==> config.mk <==
export PLATFORM = sky130hd
export DESIGN_NAME = button_debounce
export DESIGN_NICKNAME = d
export VERILOG_FILES = /design/src/rtl/button_pkg.sv /design/src/rtl/button_sync2.sv /design/src/rtl/button_debounce.sv
export SDC_FILE = /design/constraint.sdc
export NUM_CORES = 1
export LEC_CHECK = 0
export ABC_AREA = 1
export ABC_CLOCK_PERIOD_IN_PS = 1600
export BUFFER_PORTS_ARGS = -buffer_cell sky130_fd_sc_hd__buf_2
export CORE_MARGIN = 1.5
export CORE_UTILIZATION = 45
export CTS_CLUSTER_DIAMETER = 80
export CTS_CLUSTER_SIZE = 30
export DETAILED_ROUTE_END_ITERATION = 8
export GPL_TIMING_DRIVEN = 0
export PLACE_DENSITY = 0.59
export SLEW_MARGIN = 20
export SYNTH_ARGS = -nofsm -noshare
export SYNTH_HDL_FRONTEND = slang
export SYNTH_SLANG_ARGS = --single-unit
==> constraint.sdc <==
create_clock -name clk -period 1.6 [get_ports clk]
set_clock_uncertainty 0.15 [all_clocks]
set_input_delay 0.32 -clock clk [delete_from_list [all_inputs] [get_ports clk]]
set_output_delay 0.32 -clock clk [all_outputs]
set_load 0.02 [all_outputs]
==> src/rtl/button_pkg.sv <==
// Shared types and defaults for the push-button debouncer.
package button_pkg;

    // Default filter length: 20 ms at 100 MHz.
    localparam int unsigned DEBOUNCE_CYCLES_DEFAULT = 2_000_000;

    // Debounce FSM states; WAIT_* hold a candidate level until it has been stable long enough.
    typedef enum logic [1:0] {
        STABLE_LOW  = 2'b00,
        WAIT_HIGH   = 2'b01,
        STABLE_HIGH = 2'b10,
        WAIT_LOW    = 2'b11
    } state_e;

endpackage : button_pkg

==> src/rtl/button_sync2.sv <==
// Two-flop synchronizer bringing the raw button level into the clk domain.
module button_sync2 (
    input  logic clk,
    input  logic reset,
    input  logic d_i,
    output logic q_o
);

    logic meta_q;
    logic sync_q;

    // Two back-to-back flops; the first may go metastable, the second resolves it.
    always_ff @(posedge clk) begin
        if (reset) begin
            meta_q <= 1'b0;
            sync_q <= 1'b0;
        end else begin
            meta_q <= d_i;
            sync_q <= meta_q;
        end
    end

    assign q_o = sync_q;

endmodule : button_sync2

==> src/rtl/button_debounce.sv <==
// Push-button debouncer: four-state filter FSM with registered level and edge pulses.
// Optional build macro: BUTTON_SYNC_EN inserts a two-flop synchronizer ahead of the FSM
// (adds two cycles of latency); without it the input must already be synchronous to clk.
module button_debounce
    import button_pkg::*;
#(
    parameter int unsigned DEBOUNCE_CYCLES = DEBOUNCE_CYCLES_DEFAULT
) (
    input  logic clk,
    input  logic reset,
    input  logic noisy_input,
    output logic debounced_output,
    output logic p_edge,
    output logic n_edge,
    output logic any_edge
);

    localparam int unsigned     CNT_W    = $clog2(DEBOUNCE_CYCLES + 1);
    localparam logic [CNT_W-1:0] CNT_LAST = CNT_W'(DEBOUNCE_CYCLES - 1);
    localparam logic [CNT_W-1:0] CNT_ONE  = CNT_W'(1);

    logic sample;

`ifdef BUTTON_SYNC_EN
    button_sync2 u_sync (
        .clk   (clk),
        .reset (reset),
        .d_i   (noisy_input),
        .q_o   (sample)
    );
`else
    assign sample = noisy_input;
`endif

    state_e           state_q, state_d;
    logic [CNT_W-1:0] cnt_q, cnt_d;
    logic             debounced_q, debounced_d;
    logic             p_edge_q, p_edge_d;
    logic             n_edge_q, n_edge_d;
    logic             any_edge_q, any_edge_d;

    // State, counter and output registers; reset returns to a quiet low level.
    always_ff @(posedge clk) begin
        if (reset) begin
            state_q     <= STABLE_LOW;
            cnt_q       <= '0;
            debounced_q <= 1'b0;
            p_edge_q    <= 1'b0;
            n_edge_q    <= 1'b0;
            any_edge_q  <= 1'b0;
        end else begin
            state_q     <= state_d;
            cnt_q       <= cnt_d;
            debounced_q <= debounced_d;
            p_edge_q    <= p_edge_d;
            n_edge_q    <= n_edge_d;
            any_edge_q  <= any_edge_d;
        end
    end

    // Next-state, counter and output decode; any disagreeing sample drops back to the stable state.
    always_comb begin
        state_d     = state_q;
        cnt_d       = '0;
        p_edge_d    = 1'b0;
        n_edge_d    = 1'b0;
        debounced_d = 1'b0;
        any_edge_d  = 1'b0;

        case (state_q)
            STABLE_LOW: begin
                if (sample) begin
                    state_d = WAIT_HIGH;
                    cnt_d   = CNT_ONE;
                end
            end
            WAIT_HIGH: begin
                if (!sample) begin
                    state_d = STABLE_LOW;
                end else if (cnt_q == CNT_LAST) begin
                    state_d  = STABLE_HIGH;
                    p_edge_d = 1'b1;
                end else begin
                    cnt_d = cnt_q + CNT_ONE;
                end
            end
            STABLE_HIGH: begin
                if (!sample) begin
                    state_d = WAIT_LOW;
                    cnt_d   = CNT_ONE;
                end
            end
            WAIT_LOW: begin
                if (sample) begin
                    state_d = STABLE_HIGH;
                end else if (cnt_q == CNT_LAST) begin
                    state_d  = STABLE_LOW;
                    n_edge_d = 1'b1;
                end else begin
                    cnt_d = cnt_q + CNT_ONE;
                end
            end
            default: begin
                state_d = STABLE_LOW;
            end
        endcase

        debounced_d = (state_d == STABLE_HIGH) || (state_d == WAIT_LOW);
        any_edge_d  = p_edge_d | n_edge_d;
    end

    assign debounced_output = debounced_q;
    assign p_edge           = p_edge_q;
    assign n_edge           = n_edge_q;
    assign any_edge         = any_edge_q;

endmodule : button_debounce

======== Word-level counts from Yosys, hierarchy flattened ========
Cells that the tools add are included.
storage, ports and cells
  register bits after elaboration ......... 27
  memories ................................ 0
  latch bits .............................. 0
  input bits .............................. 3
  output and inout port bits .............. 4
  logic and storage cells ................. 34
  ROM bits ................................ 0
  memory bits (writable) .................. 0
cells by class
  magnitude comparators ................... 0
  eq/ne operators ......................... 6
  reductions and logical operators ........ 2
  multipliers ............................. 0
  add/sub/neg operators ................... 1
  mux-type cells .......................... 18
  divide/modulo/power cells ............... 0
  bitwise gates (word level) .............. 1
  shift operators ......................... 0
operators with widths
  operator                                             count
  case mux 21 bit (4 select lines)                     1
  two-way mux 21 bit                                   3
  adder 21 x 1 -> 21 bit, second input constant        1
  equality test 21 bit, second input constant          1
  two-way mux 2 bit                                    6
  equality test 2 bit, second input constant           4
  case mux 2 bit (4 select lines)                      1
  two-way mux 1 bit                                    7
  equality test 2 x 1 -> 1 bit, second input constant  1
  logical NOT 2 bit                                    1
  logical OR 1 bit                                     1
  OR 1 bit                                             1

======== Logic depth before layout (Yosys ltp) ========
Gate-level depths: netlist of the first run.
  word-level depth ........................ 6
  depth in mapped cells ................... 9

======== Worst setup path after synthesis of the first run ========
Ideal clock, no wire load.
  path type ............................... register -> register
  start point ............................. register cnt_q[0]
  end point ............................... register cnt_q[0]
  buffers on the path ..................... 0
  arrival ................................. 1.213 ns
  data required time ...................... 1.334 ns
  setup slack ............................. 0.120 ns
  cell stages (with the launch flop) ...... 9
  path through ............................ dfxtp_1 -> ha_1 -> nand2_1 -> nor2_2 -> nand2_1 -> nor2_2 -> nand3_2 -> o21ai_1 -> nor2_1
between the ends
  longest elaborated chain between the ends .. 4
  elaborated cells between the ends (all ways) .. 6
ends and longest elaborated chain
  element                                                                RTL line                                      source
  start: declaration                                                     button_debounce.sv:36                         logic [CNT_W-1:0] cnt_q, cnt_d;
  start signal: assignment                                               button_debounce.sv:53                         cnt_q <= cnt_d;
  adder 21 x 1 -> 21 bit / equality test 21 bit (equally long branches)  n/a
  two-way mux 21 bit (*)                                                 button_debounce.sv:80, button_debounce.sv:96
  two-way mux 21 bit, on equally long branches                           button_debounce.sv:94, button_debounce.sv:78
  case mux 21 bit (4 select lines) (*)                                   button_debounce.sv:70                         case (state_q)
Mark *: on every way between the ends. The rest lies on a longest branch, timed or not.
A chain may end at the register's enable or synchronous reset.

======== Final worst setup path of the first run ========
  start point ............................. register cnt_q[1]
  end point ............................... register cnt_q[18]
The elaborated chain is that of the path after synthesis.

==> results of run 1 <==
## flip-flops by register name (all words and copies together), names as in the netlist
name              count
p_edge                1
n_edge                1
debounced_output      1
any_edge              1
state_q               2
cnt_q                21
## per-stage QoR
stage	TNS, ns	hold WS, ns	worst slack (ns)	utilization [%]
2_1_floorplan	0	0.321	0.120	-
3_3_place_gp	-1.33	0.352	-0.0946	50.2
3_5_place_dp	-1.86	0.362	-0.128	50.2
4_1_cts	0	0.0771	0.000645	52.8
5_1_grt	-0.00464	0.0813	-0.00464	55.3
6_report	0	0.0921	0.0972	55.3
## where the power goes
group / switching, uW / total, uW / internal, uW
logic: 16.2 / 27.6 / 11.3
registers: 3.66 / 680 / 676
clock network: 204 / 299 / 95.4
## timing repair
| action | in CTS | in global routing |
|---|---|---|
| pin swaps | 6 | 5 |
| setup buffers | 4 | 1 |
| hold buffers | 0 | 0 |
| gates resized for setup | 4 | 16 |
| endpoints found under the setup margin | 21 | 24 |
## cells by family (layout without fill, tap and decap cells)
kind of cell,after synthesis,count (layout),synth area share [%]
XOR/XNOR,8,8,5.32
buffers and inverters,32,47,9.70
AO/OA/AOI/OAI,6,6,2.28
flip-flops,27,27,41.1
AND/OR/NAND/NOR,118,118,40.7
adder cells (fa/ha/maj),1,1,0.950
## per-layer routing
metal  wire length (um)  global-route usage (%)
met3                 51                    2.72
met4                 17                    6.31
met2               1190                    27.9
met1               1230                    21.4
met5                  0                       0
## final cells by class
| type | instances | area [um^2] |
|---|---|---|
| buffer | 1 | 11.3 |
| tap | 31 | 38.8 |
| inverter | 31 | 116 |
| sequential | 27 | 549 |
| clock buffer | 3 | 22.5 |
| multi-input combinational | 133 | 711 |
| fill | 289 | 1230 |
| clock inverter | 1 | 7.51 |
| timing repair buffer | 11 | 67.6 |
## synthesized netlist by cell type
master	instances	area, um^2
dfxtp_1	27	541
inv_1	29	109
nand2_1	42	158
buf_6	1	11.3
nor2_1	46	173
o21ai_1	1	5.00
nand4_1	3	18.8
ha_1	1	12.5
nor3_2	3	30.0
nor2_4	2	22.5
nand3_1	8	40.0
nor3_1	4	20.0
a21oi_1	5	25.0
nor2_2	5	31.3
inv_2	2	7.51
xnor2_1	1	8.76
nand3_2	3	30.0
xor2_1	7	61.3
nand2_2	2	12.5
## worst reg2reg max path, stage by stage, from the launching register on
cell and delay [ns]:
dfxtp_2 0.38, ha_4 0.16, nand2_4 0.06, nor2_4 0.15, nand3_4 0.11, nor2_4 0.17, nand2_1 0.07, nand2_1 0.07
inv_1 0.04, nor2_1 0.08
## how the worst max path moves through the flow
stage | to | slack (ns) | startpoint
after floorplan | cnt_q[0] | 0.12 | cnt_q[0]
after global placement | cnt_q[14] | -0.09 | cnt_q[0]
after detailed placement | cnt_q[7] | -0.13 | cnt_q[0]
after CTS | cnt_q[18] | 0.0006 | cnt_q[0]
after global routing | cnt_q[14] | -0.005 | cnt_q[7]
final | cnt_q[18] | 0.1 | cnt_q[1]
==> key figures, run 1 <==
Critical path
  – Crit Path Class: reg2reg
  – Reg2Reg Depth: 9
  – Cell family with most CP delay: simple AND/OR/NAND/NOR gates
  – CP arrival: 1.63 ns
  – Worst Path Buf+Inv: 1
  – Worst path max stage delay: 0.38 ns
  – Critical Path RT: 1.73 ns
  – CP startpoint kind: flop
  – Number of cells on the critical path: 9
  – Reg-to-Reg Start: cnt_q[1]
  – Critical Path End Type: flop
  – R2R setup slack: 0.1 ns
  – Critical path cell sequence: ha_4, nand2_4, nor2_4, nand3_4, nor2_4, nand2_1, nand2_1, inv_1, nor2_1
  – Reg2Reg Capture Point: cnt_q[18]
  – CP Max Fanout: 5
  – Crit path max-delay cell type: dfxtp_2

Power and ir drop
  – Peak VDD IR: 0.362 mV
  – P_leak: 0.000609 uW
  – Pwr per Cell Area: 660 nW/um^2
  – Power Total: 1010 uW

Route
  – Remaining routing DRC violations: 0
  – Initial drt markers: 23
  – Routed WL: 2.49 mm
  – Drt via density: 4.74
  – DRT Pass-1 Iters: 4
  – Routed length per instance: 10.5 um
  – Final ANT Viol Nets: 0
  – Vias: 1127

STA
  – Fmax: 665 MHz
  – Final slew viol count: 0
  – Period utilization: 93.9%
  – Slew at the pin with the worst max-slew slack: 0.234 ns
  – RSZ-0062 raised after global routing: true
  – Final Hold Vio Count: 0
  – Final setup violation count: 0
  – Final Critical Period: 1.50 ns
  – Worst slew margin: 84.3%

Flow run
  – Max-cap violations: 0

Yosys
  – Register area share after synthesis: 41.1%
  – Avg Synthesized Cell Area: 6.86 um^2
  – Synth warn: 0
  – Yosys reg bits: 27
  – Post-Syn Area: 1320 um^2
  – Synth Instances: 192
  – Distinct cells, synth: 19
  – Syn Nets: 196

Global route
  – Vias in the first global route: 1033
  – Total track usage: 16.6%
  – Largest net degree at the start of global routing: 17
  – Initial antenna violation count: 0
  – Global route overflow: 0
  – First-pass GRT wire length: 4.24 mm

Hold path
  – Worst min path class: in2reg
  – Hold endpoint: n_edge
  – Hold Startpoint: noisy_input
  – WHS Path Cells: 4

Die
  – Initial Util: 47.7%
  – Die width: 57.1 um
  – Core area: 2760 um^2
  – # rows: 19
  – Die Area: 3260 um^2
  – Die Y: 57.1 um
  – I/O pins: 7

Clock network
  – Reg clk slew, reported paths: 0.15 ns
  – Clock latency on the worst-skew pair: 0.32 ns
  – H-tree Lvls: 1
  – Clock Tree Root: clkbuf_4
  – Clock Sinks: 27
  – Maximum clock path buffer count: 2
  – Total CTS buffers: 3
  – CTS tree: built

Run status
  – Status: finished, final reports clean

Cells and area
  – Layout Nets: 212
  – Non-Filler Instances: 238
  – Layout cells sized above 1: 21.7%
  – Cell area after layout: 1520 um^2
  – Most common cell after layout, fill and taps aside: nor2_1
  – ANT cells: 0
  – Most frequent cells in the layout: nor2_1, nand2_1, inv_1, dfxtp_1
  – Synth-to-layout area growth: 15.8%

Place
  – Cells after DPL: 229
  – Final HPWL DP: 1.85 mm
  – Placed Area: 1390 um^2
  – Gpl congestion: 0.854
  – IO buf count: 6
Note: power is estimated with default switching activity, not from simulation.
==> run 2, diff against run 1 <==
Settings changed: PLACE_DENSITY 0.59 to 0.69.
==> run 2 against run 1 <==
  * Sequential power about the same
  * Fmax decreased by 2.8%
  * Combinational power increased by 10%
  * Largest cell class unchanged
  * Largest power group unchanged
  * Highest routed layer unchanged
==> key figures, run 2 (synthesis results as in run 1) <==
Cells and area
  – Post-layout util: 56.8% (+1.5 points)
  – Multi-input logic area: 727 um^2 (+2.3%)
  – Max reg flops: 21 (unchanged)
  – Biggest regs: cnt_q x21, state_q x2
  – Sequential cell area: 549 um^2 (unchanged)
  – Largest Register: cnt_q
  – Layout Nets: 215 (+1.4%)
  – Synth-to-layout area growth: 19.0%
  – Most common cell after layout, fill and taps aside: nor2_1
  – Fillers: 252 (-13%)
  – Cell area after layout: 1570 um^2 (+2.8%)
  – Most frequent cells in the layout: nor2_1, nand2_1, inv_1, dfxtp_1
  – Non-Filler Instances: 241 (+1.3%)
  – ANT cells: 0 (unchanged)
  – Layout cells sized above 1: 22.4% (+0.64 points)

Power and ir drop
  – Power Total: 1020 uW (+1.3%)
  – NetSw: 237 uW (+5.7%)
  – Pwr per Cell Area: 651 nW/um^2 (-1.5%)
  – Peak VDD IR: 0.555 mV (+53%)
  – Comb pwr share: 3.0% (+0.3 points)
  – P_leak: 0.000623 uW (+2.3%)
  – Sequential group share of total power: 66.5% (-1.0 points)
  – Internal cell power: 783 uW (about the same)
  – Switching share of total power: 23.2% (+0.98 points)
  – Clock share of power: 30.5% (+0.8 points)

STA
  – Final Critical Period: 1.55 ns (+0.0438 ns)
  – Worst slew margin: 83.3% (-1.0 points)
  – Final slew viol count: 0 (unchanged)
  – Final Hold Vio Count: 0 (unchanged)
  – Slew at the pin with the worst max-slew slack: 0.249 ns (+0.0149 ns)
  – Final setup violation count: 0 (unchanged)
  – Final setup TNS: 0 ns (unchanged)
  – Period utilization: 96.7% (+2.7 points)
  – RSZ-0062 raised after global routing: true
  – Fmax: 647 MHz (-2.8%)

Critical path
  – Crit path max-delay cell type: dfxtp_4
  – Crit Path Class: reg2reg
  – Critical Path RT: 1.69 ns (-0.04 ns)
  – Reg2Reg Capture Point: cnt_q[14]
  – Worst setup startpoint: cnt_q[1]
  – Reg-to-Reg Start: cnt_q[1]
  – Critical Path End Type: flop
  – Most used cell, CP: nor2_4
  – Worst Setup EP: cnt_q[14]
  – Worst path max stage delay: 0.41 ns (+0.03 ns)
  – CP arrival: 1.64 ns (about the same)
  – R2R setup slack: 0.05 ns (-0.04 ns)
  – Critical path cell sequence: ha_4, nand2_2, nor2_4, nand3_4, nor2_4, xor2_1, nor2_1
  – CP Max Fanout: 5 (unchanged)
  – Reg2Reg Depth: 7 (-2)
  – CP startpoint kind: flop

Clock network
  – CTS tree: built
  – Clock Tree Root: clkbuf_4
  – Hold Buf Count CTS: 0 (unchanged)
  – Reg clk slew, reported paths: 0.16 ns (about the same)
  – Clock Sinks: 27 (unchanged)
  – Total CTS buffers: 3 (unchanged)
  – Clock latency on the worst-skew pair: 0.33 ns (about the same)
  – H-tree Lvls: 1 (unchanged)
  – Maximum clock path buffer count: 2 (unchanged)

Die
  – Die Y: 57.1 um (unchanged)
  – # rows: 19 (unchanged)
  – Die width: 57.1 um (unchanged)
  – Core area: 2760 um^2 (unchanged)
  – Die Area: 3260 um^2 (unchanged)
  – I/O pins: 7 (unchanged)
  – Initial Util: 47.7% (unchanged)

Route
  – Initial drt markers: 14 (-39%)
  – Drt via density: 4.76 (+0.60%)
  – DRT Pass-1 Iters: 6 (+2)
  – Vias: 1148 (+1.9%)
  – Routed WL: 2.56 mm (+2.6%)
  – Remaining routing DRC violations: 0 (unchanged)
  – Final ANT Viol Nets: 0 (unchanged)
  – Routed length per instance: 10.6 um (+1.3%)

Place
  – Gpl congestion: 0.847 (-0.83%)
  – Final HPWL DP: 1.74 mm (-6.1%)
  – Cells after DPL: 229 (unchanged)
  – IO buf count: 6 (unchanged)
  – Placed Area: 1390 um^2 (unchanged)

Global route
  – Largest net degree at the start of global routing: 17 (unchanged)
  – First-pass GRT wire length: 4.05 mm (-4.4%)
  – Global route overflow: 0 (unchanged)
  – Initial antenna violation count: 0 (unchanged)
  – Vias in the first global route: 964 (-6.7%)
  – Total track usage: 15.7% (-0.92 points)

Run status
  – Status: finished, final reports clean

Hold path
  – Worst min path class: in2reg

Flow run
  – Max-cap violations: 0 (unchanged)
[run 2: cell types whose count changed in the layout (fill, tap and decap cells not counted), moves of 2 or more]
cell / change
dfxtp_2: -6
dfxtp_1: +4
nand2_1: -3
nand2_2: +3
buf_4: +2
dfxtp_4: +2
[run 2: worst min-delay path by stage]
stage	slack [ns]	start	cells past startpoint	end
2_1_floorplan	0.32	noisy_input	3	n_edge
3_3_place_gp	0.35	cnt_q[6]	2	cnt_q[6]
3_5_place_dp	0.36	cnt_q[6]	2	cnt_q[6]
4_1_cts	0.08	noisy_input	4	n_edge
5_1_grt	0.11	noisy_input	4	n_edge
6_report	0.09	noisy_input	4	n_edge
[run 2: metal layers]
| layer | vias to the layer above | track usage, % | wire length, um |
|---|---|---|---|
| met5 | - | 0 | 0 |
| met2 | 13 | 25.0 | 1270 |
| met4 | 0 | 5.98 | 23 |
| li1 | 615 | - | - |
| met1 | 518 | 21.8 | 1210 |
| met3 | 2 | 2.04 | 52 |
[run 2: critical path, delay by kind of cell (launching register included)]
| kind | cells | cell delay (ns) |
|---|---|---|
| simple gates | 5 | 0.59 |
| fa+ha+maj | 1 | 0.15 |
| xor+xnor | 1 | 0.16 |
| flops | 1 | 0.41 |
[run 2: through the flow]
step,hold WS (ns),setup slack (ns)
6_report,0.0868,0.0534
5_1_grt,0.114,-0.0319
4_1_cts,0.0814,0.0104
3_5_place_dp,0.359,-0.0999
3_3_place_gp,0.353,-0.0841
2_1_floorplan,0.321,0.120
[run 2: power by group through the flow]
stage               sequential [uW]  clock (uW)  combinational (uW)
floorplan                       693           0                15.2
detailed placement              694           0                22.7
finish                          678         311                30.4
CTS                             680         321                27.7
global placement                694           0                22.2
global route                    679         347                34.0
[run 2: final cells by class]
cell class / instances / area share, %
buffer: 1 / 0.719
clock buffer: 3 / 1.44
clock inverter: 1 / 0.479
inverter: 31 / 7.43
multi-input combinational: 133 / 46.4
sequential: 27 / 35.1
tap: 31 / 2.48
timing repair buffer: 14 / 5.99
[run 2: timing repair]
action	in CTS	in global routing
setup buffers	4	4
setup endpoints to repair	20	24
pin swaps	5	10
resized for setup	7	16
